==> src/rtl/match_req_arbiter_pkg.sv <==
// Shared widths and the request-table entry layout for the match request arbiter.
package match_req_arbiter_pkg;

  localparam int ADDR_WIDTH      = 32;
  localparam int MATCH_LEN_WIDTH = 16;
  localparam int MATCH_TAG_WIDTH = 8;

  // Wide enough for the largest supported requester count (8).
  localparam int OWNER_WIDTH = 3;

  // Payload of one in-flight table entry; the valid bit is kept separately as control state.
  typedef struct packed {
    logic [OWNER_WIDTH-1:0]     owner;
    logic [MATCH_TAG_WIDTH-1:0] tag;
  } entry_t;

endpackage

==> src/rtl/match_req_arbiter_rr_arbiter.sv <==
// Round-robin selector: the search starts one past the last granted requester.
module rr_arbiter
  import match_req_arbiter_pkg::*;
#(
  parameter int NUM_REQ = 4
) (
  input  logic               clk,
  input  logic               rst_n,
  input  logic [NUM_REQ-1:0] req_i,
  input  logic               advance_i,
  output logic [NUM_REQ-1:0] gnt_o
);

  localparam int PTR_W = (NUM_REQ > 1) ? $clog2(NUM_REQ) : 1;

  logic [PTR_W-1:0] last_q;
  logic [PTR_W-1:0] last_d;
  logic [PTR_W-1:0] gnt_idx;
  logic             found;

  // First requesting index after the pointer wins; at most one grant bit set.
  always_comb begin
    gnt_o   = '0;
    gnt_idx = last_q;
    found   = 1'b0;
    for (int k = 1; k <= NUM_REQ; k++) begin
      if (!found && req_i[PTR_W'((int'(last_q) + k) % NUM_REQ)]) begin
        found   = 1'b1;
        gnt_idx = PTR_W'((int'(last_q) + k) % NUM_REQ);
        gnt_o[PTR_W'((int'(last_q) + k) % NUM_REQ)] = 1'b1;
      end
    end
    last_d = advance_i ? gnt_idx : last_q;
  end

  // Pointer starts at the top requester so requester 0 is first after reset.
  always_ff @(posedge clk) begin
    if (!rst_n) begin
      last_q <= PTR_W'(NUM_REQ - 1);
    end else begin
      last_q <= last_d;
    end
  end

endmodule

==> src/rtl/match_req_arbiter.sv <==
// Shares one match PE among NUM_REQ requesters: round-robin grant, tag
// translation through an in-flight table, and tag-routed responses.
module match_req_arbiter
  import match_req_arbiter_pkg::*;
#(
  parameter int NUM_REQ           = 4,
  parameter int OUTSTANDING_DEPTH = 16
) (
  input  logic                                 clk,
  input  logic                                 rst_n,
  input  logic [NUM_REQ-1:0]                   up_req_valid_i,
  output logic [NUM_REQ-1:0]                   up_req_ready_o,
  input  logic [NUM_REQ*ADDR_WIDTH-1:0]        up_req_head_addr_i,
  input  logic [NUM_REQ*ADDR_WIDTH-1:0]        up_req_history_addr_i,
  input  logic [NUM_REQ*MATCH_TAG_WIDTH-1:0]   up_req_tag_i,
  output logic                                 dn_req_valid_o,
  input  logic                                 dn_req_ready_i,
  output logic [ADDR_WIDTH-1:0]                dn_req_head_addr_o,
  output logic [ADDR_WIDTH-1:0]                dn_req_history_addr_o,
  output logic [MATCH_TAG_WIDTH-1:0]           dn_req_tag_o,
  input  logic                                 dn_resp_valid_i,
  output logic                                 dn_resp_ready_o,
  input  logic [MATCH_LEN_WIDTH-1:0]           dn_resp_len_i,
  input  logic [MATCH_TAG_WIDTH-1:0]           dn_resp_tag_i,
  output logic [NUM_REQ-1:0]                   up_resp_valid_o,
  input  logic [NUM_REQ-1:0]                   up_resp_ready_i,
  output logic [NUM_REQ*MATCH_LEN_WIDTH-1:0]   up_resp_len_o,
  output logic [NUM_REQ*MATCH_TAG_WIDTH-1:0]   up_resp_tag_o,
  output logic [$clog2(OUTSTANDING_DEPTH):0]   outstanding_cnt_o,
  output logic                                 stray_resp_err_o
);

  localparam int IDX_W = $clog2(OUTSTANDING_DEPTH);
  localparam int CNT_W = IDX_W + 1;

  // Lowest-index free entry; MSB of the result flags that one exists.
  function automatic logic [IDX_W:0] find_free(input logic [OUTSTANDING_DEPTH-1:0] busy);
    logic [IDX_W:0] res;
    res = '0;
    for (int e = OUTSTANDING_DEPTH - 1; e >= 0; e--) begin
      if (!busy[e]) res = {1'b1, IDX_W'(e)};
    end
    return res;
  endfunction

  // Control state
  logic [OUTSTANDING_DEPTH-1:0] valid_q, valid_d;
  logic                         dn_req_valid_q, dn_req_valid_d;
  logic [CNT_W-1:0]             cnt_q, cnt_d;
  logic                         stray_q, stray_d;

  // Data state
  entry_t                       ent_q [OUTSTANDING_DEPTH];
  logic [ADDR_WIDTH-1:0]        dn_head_q;
  logic [ADDR_WIDTH-1:0]        dn_hist_q;
  logic [MATCH_TAG_WIDTH-1:0]   dn_tag_q;

  // Request side
  logic [IDX_W:0]               free_res;
  logic                         free_found;
  logic [IDX_W-1:0]             free_idx;
  logic                         can_grant;
  logic [NUM_REQ-1:0]           gnt;
  logic                         grant_any;
  logic [OWNER_WIDTH-1:0]       gnt_owner;
  logic [ADDR_WIDTH-1:0]        gnt_head;
  logic [ADDR_WIDTH-1:0]        gnt_hist;
  logic [MATCH_TAG_WIDTH-1:0]   gnt_tag;

  // Response side
  logic                         resp_in_range;
  logic [IDX_W-1:0]             resp_idx;
  logic                         resp_hit;
  entry_t                       resp_entry;
  logic                         resp_fire;

  // Allocation looks only at the free map from the start of the cycle.
  assign free_res   = find_free(valid_q);
  assign free_found = free_res[IDX_W];
  assign free_idx   = free_res[IDX_W-1:0];

  // A grant needs a free entry and an output register that is empty or draining.
  assign can_grant = rst_n && free_found && (!dn_req_valid_q || dn_req_ready_i);

  rr_arbiter #(
    .NUM_REQ (NUM_REQ)
  ) u_rr (
    .clk       (clk),
    .rst_n     (rst_n),
    .req_i     (up_req_valid_i & {NUM_REQ{can_grant}}),
    .advance_i (grant_any),
    .gnt_o     (gnt)
  );

  assign grant_any      = |gnt;
  assign up_req_ready_o = gnt;

  // Select the granted requester's fields.
  always_comb begin
    gnt_owner = '0;
    gnt_head  = '0;
    gnt_hist  = '0;
    gnt_tag   = '0;
    for (int i = 0; i < NUM_REQ; i++) begin
      if (gnt[i]) begin
        gnt_owner = OWNER_WIDTH'(i);
        gnt_head  = up_req_head_addr_i[i*ADDR_WIDTH +: ADDR_WIDTH];
        gnt_hist  = up_req_history_addr_i[i*ADDR_WIDTH +: ADDR_WIDTH];
        gnt_tag   = up_req_tag_i[i*MATCH_TAG_WIDTH +: MATCH_TAG_WIDTH];
      end
    end
  end

  // Tags beyond the table depth or pointing at a free entry are strays.
  assign resp_in_range = ({1'b0, dn_resp_tag_i} < (MATCH_TAG_WIDTH + 1)'(OUTSTANDING_DEPTH));
  assign resp_idx      = dn_resp_tag_i[IDX_W-1:0];
  assign resp_hit      = resp_in_range && valid_q[resp_idx];
  assign resp_entry    = ent_q[resp_idx];

  // Zero-latency routing to the owner; strays are always accepted and dropped.
  always_comb begin
    up_resp_valid_o = '0;
    dn_resp_ready_o = 1'b1;
    for (int i = 0; i < NUM_REQ; i++) begin
      if (resp_hit && (resp_entry.owner == OWNER_WIDTH'(i))) begin
        up_resp_valid_o[i] = dn_resp_valid_i;
        dn_resp_ready_o    = up_resp_ready_i[i];
      end
    end
  end

  assign up_resp_len_o = {NUM_REQ{dn_resp_len_i}};
  assign up_resp_tag_o = {NUM_REQ{resp_entry.tag}};
  assign resp_fire     = dn_resp_valid_i && dn_resp_ready_o && resp_hit;

  // Next control state: free and allocate never touch the same entry.
  always_comb begin
    valid_d = valid_q;
    if (resp_fire) valid_d[resp_idx] = 1'b0;
    if (grant_any) valid_d[free_idx] = 1'b1;
    cnt_d          = cnt_q + CNT_W'(grant_any) - CNT_W'(resp_fire);
    dn_req_valid_d = grant_any ? 1'b1 : (dn_req_ready_i ? 1'b0 : dn_req_valid_q);
    stray_d        = stray_q | (dn_resp_valid_i && !resp_hit);
  end

  // Control registers; reset drops every in-flight entry.
  always_ff @(posedge clk) begin
    if (!rst_n) begin
      valid_q        <= '0;
      dn_req_valid_q <= 1'b0;
      cnt_q          <= '0;
      stray_q        <= 1'b0;
    end else begin
      valid_q        <= valid_d;
      dn_req_valid_q <= dn_req_valid_d;
      cnt_q          <= cnt_d;
      stray_q        <= stray_d;
    end
  end

  // Table payload and output register load on grant and hold otherwise.
  always_ff @(posedge clk) begin
    if (grant_any) begin
      ent_q[free_idx] <= '{owner: gnt_owner, tag: gnt_tag};
      dn_head_q       <= gnt_head;
      dn_hist_q       <= gnt_hist;
      dn_tag_q        <= MATCH_TAG_WIDTH'(free_idx);
    end
  end

  assign dn_req_valid_o        = dn_req_valid_q;
  assign dn_req_head_addr_o    = dn_head_q;
  assign dn_req_history_addr_o = dn_hist_q;
  assign dn_req_tag_o          = dn_tag_q;
  assign outstanding_cnt_o     = cnt_q;
  assign stray_resp_err_o      = stray_q;

endmodule

==> config.mk <==
export PLATFORM = sky130hd
export DESIGN_NAME = match_req_arbiter
export DESIGN_NICKNAME = d
export VERILOG_FILES = /design/src/rtl/match_req_arbiter_pkg.sv /design/src/rtl/match_req_arbiter_rr_arbiter.sv /design/src/rtl/match_req_arbiter.sv
export SDC_FILE = /design/constraint.sdc
export NUM_CORES = 1
export LEC_CHECK = 0
export CAP_MARGIN = 15
export CORE_AREA = 2 2 195 197
export DETAILED_ROUTE_END_ITERATION = 7
export DIE_AREA = 0 0 197 199
export HOLD_SLACK_MARGIN = 0.03
export PLACE_DENSITY = 0.72
export SYNTH_ARGS = -nofsm -noshare
export SYNTH_HDL_FRONTEND = slang
export SYNTH_SLANG_ARGS = --single-unit
==> constraint.sdc <==
create_clock -name clk -period 7.3 [get_ports clk]
set_input_delay 2.19 -clock clk [delete_from_list [all_inputs] [get_ports clk]]
set_output_delay 2.19 -clock clk [all_outputs]
set_load 0.005 [all_outputs]
==> flow_summary_export.csv <==
group,metric,value,unit
die,row_count,71,
cts,clock_latency,0.57,ns
die,pin_count,508,
sta,hold_viol,0,
cells_and_area,final_cell_area,0.01799,mm²
synth,netlist.top_cell.by_area,"sky130_fd_sc_hd__edfxtp_1",
global_routing,vias_in_the_first_global_route,9765,
synth,async_flop_share,0,%
routing,detail_route.drc_violations,0,
synth,sequential_area_share_after_synthesis,57.73,%
cells_and_area,area_growth,41.34,%
synth,syn_area_per_cell,12.83,µm²
place,dpl-instance-area,0.01697,mm²
routing,firstDrtPassIters,5,
outcome,run_status,"finished, final reports clean",
cells_and_area,stdcell_count,1838,
cts,post-cts-setup-buffers,0,
sta,final-setup-viol-count,0,
synth,ys_warn_count,0,
sta,final.period_utilization,96.62,%
min_path,worst_hold_path_type,"flip-flop to flip-flop",
die,fp.dieH,199,µm
cts,clk_transition_reported_paths,0.06,ns
power,clkPwrFrac,26.0,%
critical_path,setup.worst_path.start_class,"input pin",
global_routing,grt_first_pass_wirelength,64520,µm
sta,slew_viol_final,0,
global_routing,grtUsageTotal,22.72,%
flow_run,cap_viol_max_count,0,
critical_path,crit_fanout,18,
routing,num_vias,9910,
critical_path,worstPathRequired,5.11,ns
die,dieArea,0.03920,mm²
routing,wl_cell,25.00,µm
routing,drtAntennaViolNets,0,
cells_and_area,total_number_of_nets_in_the_final_design,1676,
power,p_per_area,327.0,mW/mm²
power,vdd_drop_max,0.2063,mV
sta,maximum_operating_frequency,141.8,MHz
cts,postCtsHoldBufs,0,
synth,number_of_flops_mapped_to_enable_cells_by_yosys,228,
cts,clockRootBuffer,"sky130_fd_sc_hd__clkbuf_16",
sta,unrepaired_setup_endpoints_after_global_routing,"false",
global_routing,grt_overflow_total,0,
power,power.internal,4.024,mW
sta,timing.clock.skew,0.01253,ns
die,die-width,197,µm
synth,post_synth_most_frequent_cells,"sky130_fd_sc_hd__edfxtp_1, sky130_fd_sc_hd__nor2_1, sky130_fd_sc_hd__nand2_1, sky130_fd_sc_hd__buf_4, sky130_fd_sc_hd__a221oi_1",
place,place.detailed.instances,1783,
cts,tritoncts.num_buffers,28,
critical_path,critPathArrivalTime,4.86,ns
synth,fraction_of_synthesized_cell_area_taken_by_the_top_area_cell_type,53.80,%
die,core_area,0.03713,mm²
place,count_of_input_and_output_buffers,423,
cts,ctsLongestPathBuffers,3,
routing,totalWireLength,45960,µm
cts,post_cts_resize_count,0,
synth,synth_flop_cell,"sky130_fd_sc_hd__edfxtp_1",
place,dpl.hpwl,34480,µm
routing,routed_via_density,5.392,
power,power_dissipated_by_switching_net_loads,1.858,mW
sta,worst_slew_pin_slew,1.170,ns
synth,syn_inst,992,
sta,period_needed,7.053,ns
synth,synth.top_cells.by_area,"sky130_fd_sc_hd__edfxtp_1, sky130_fd_sc_hd__mux4_2, sky130_fd_sc_hd__buf_4",
synth,mappedNetlistArea,0.01273,mm²
power,share_comb_of_total_power,35.4,%
global_routing,largest_net_degree_at_the_start_of_global_routing,72,
cells_and_area,final_layout_size_suffix_gt1_share,12.34,%
power,sw_frac_of_total,31.59,%
power,sequentialPowerShare,38.6,%
die,floorplan.initialDensity,34.27,%
synth,postSynthRegisterBits,253,
sta,slew_headroom,21.40,%
cts,tritoncts_num_sinks,253,
cts,tritoncts_clock_tree,"done",
synth,yosys.cell_count.top_type,"sky130_fd_sc_hd__edfxtp_1",
synth,netlist-cell-type-count,60,
cts,ctsHtreeMaxLevel,1,
routing,drtIter0Drc,822,
global_routing,number_of_antenna_violations_at_the_first_check_in_global_routing,5,
sta,setup_tns,0,ns
critical_path,criticalPathCategory,"input pin to output port",
place,finalWeightedCongestion,0.9476,
power,power.leakage,6.117,nW
critical_path,critPathCaptureType,"output port",
[state kept, by name (all words and copies together), names as in the netlist]
signal and count:
dn_req_head_addr_o 32, stray_resp_err_o 1, valid_q 16, u_rr.last_q 2, dn_req_tag_o 4, outstanding_cnt_o 5
ent_q 160, dn_req_valid_o 1, dn_req_history_addr_o 32
[metrics by stage]
| stage | total power, mW | setup slack, ns | hold slack [ns] | utilization, % |
|---|---|---|---|---|
| 2_1_floorplan | 3.264 | 0.7196 | 0.4604 | - |
| 3_5_place_dp | 4.383 | 0.2405 | 0.4627 | 45.69 |
| 6_report | 5.882 | 0.2467 | 0.4787 | 48.44 |
| 4_1_cts | 5.936 | 0.2337 | 0.4836 | 48.42 |
| 5_1_grt | 6.153 | 0.1889 | 0.5395 | 48.43 |
| 3_3_place_gp | 4.356 | 0.2522 | 0.4569 | 45.69 |
[critical path, stage by stage]
cell                              delay (ns)
sky130_fd_sc_hd__clkdlybuf4s50_1        0.52
sky130_fd_sc_hd__buf_12                 0.17
sky130_fd_sc_hd__mux4_2                 0.29
sky130_fd_sc_hd__mux2_2                 0.31
sky130_fd_sc_hd__and3_1                 0.20
sky130_fd_sc_hd__o31a_1                 0.31
sky130_fd_sc_hd__or3_1                  0.40
sky130_fd_sc_hd__clkdlybuf4s50_1        0.46
[power groups by stage]
stage               clock network [mW]  registers, mW  logic [mW]
CTS                               1.56           2.28        2.10
finish                            1.53           2.27        2.08
global route                      1.61           2.31        2.23
global placement                     0           2.29        2.07
detailed placement                   0           2.30        2.08
floorplan                            0           2.30       0.967
[cells in the final DEF (no fill, tap or decap), types with 28 or more instances in the layout]
cell                              synthesis  final
sky130_fd_sc_hd__clkdlybuf4s50_1          0    421
sky130_fd_sc_hd__o21ai_0                 46     45
sky130_fd_sc_hd__edfxtp_1               228    228
sky130_fd_sc_hd__nor2_1                 100     99
sky130_fd_sc_hd__o21ai_1                 36     37
sky130_fd_sc_hd__clkbuf_16                0     28
sky130_fd_sc_hd__a221oi_1                73     73
sky130_fd_sc_hd__buf_4                   92     41
sky130_fd_sc_hd__mux4_2                  55     55
sky130_fd_sc_hd__nand2_1                 96     96
[kinds of logic (layout without fill, tap and decap cells)]
group	after synthesis	after routing	share of synthesized area (%)
AO/OA/AOI/OAI	217	217	12.07
XOR/XNOR	5	5	0.3442
adder cells (fa/ha/maj)	13	13	1.337
buffers and inverters	173	539	8.524
flip-flops	253	253	57.73
multiplexers	69	69	10.89
other	1	7	0.02947
AND/OR/NAND/NOR	261	261	9.065
[worst paths after layout]
kind,endpoint,slack (ns),from,cells past startpoint
min reg2reg,stray_resp_err_o$_SDFF_PN0_,0.48,stray_resp_err_o$_SDFF_PN0_,2
min,stray_resp_err_o$_SDFF_PN0_,0.48,stray_resp_err_o$_SDFF_PN0_,2
max reg2reg,outstanding_cnt_o[4]$_SDFF_PN0_,2.42,u_rr.last_q[0]$_SDFFE_PN1P_,16
max,dn_resp_ready_o,0.25,dn_resp_tag_i[3],8
[metal layers]
| layer | vias to the layer above | share of wire, % | track usage (%) |
|---|---|---|---|
| met4 | 0 | 2.8 | 6.683 |
| met1 | 4874 | 37 | 27.43 |
| li1 | 4439 | - | - |
| met2 | 529 | 48 | 37.31 |
| met5 | - | 0 | 0 |
| met3 | 68 | 12 | 9.325 |
[final cells by class]
| type | count | area, µm² |
|---|---|---|
| fillers | 3254 | 19150 |
| flip-flops and latches | 253 | 7347 |
| repair buffers | 467 | 4592 |
| multi-input cells | 569 | 4357 |
| clock buffers | 32 | 715.7 |
| well taps | 474 | 593.1 |
| clock inverters | 20 | 299.0 |
| inverters | 20 | 76.32 |
| diodes | 3 | 7.507 |
Power figures use the tool's default switching activity.
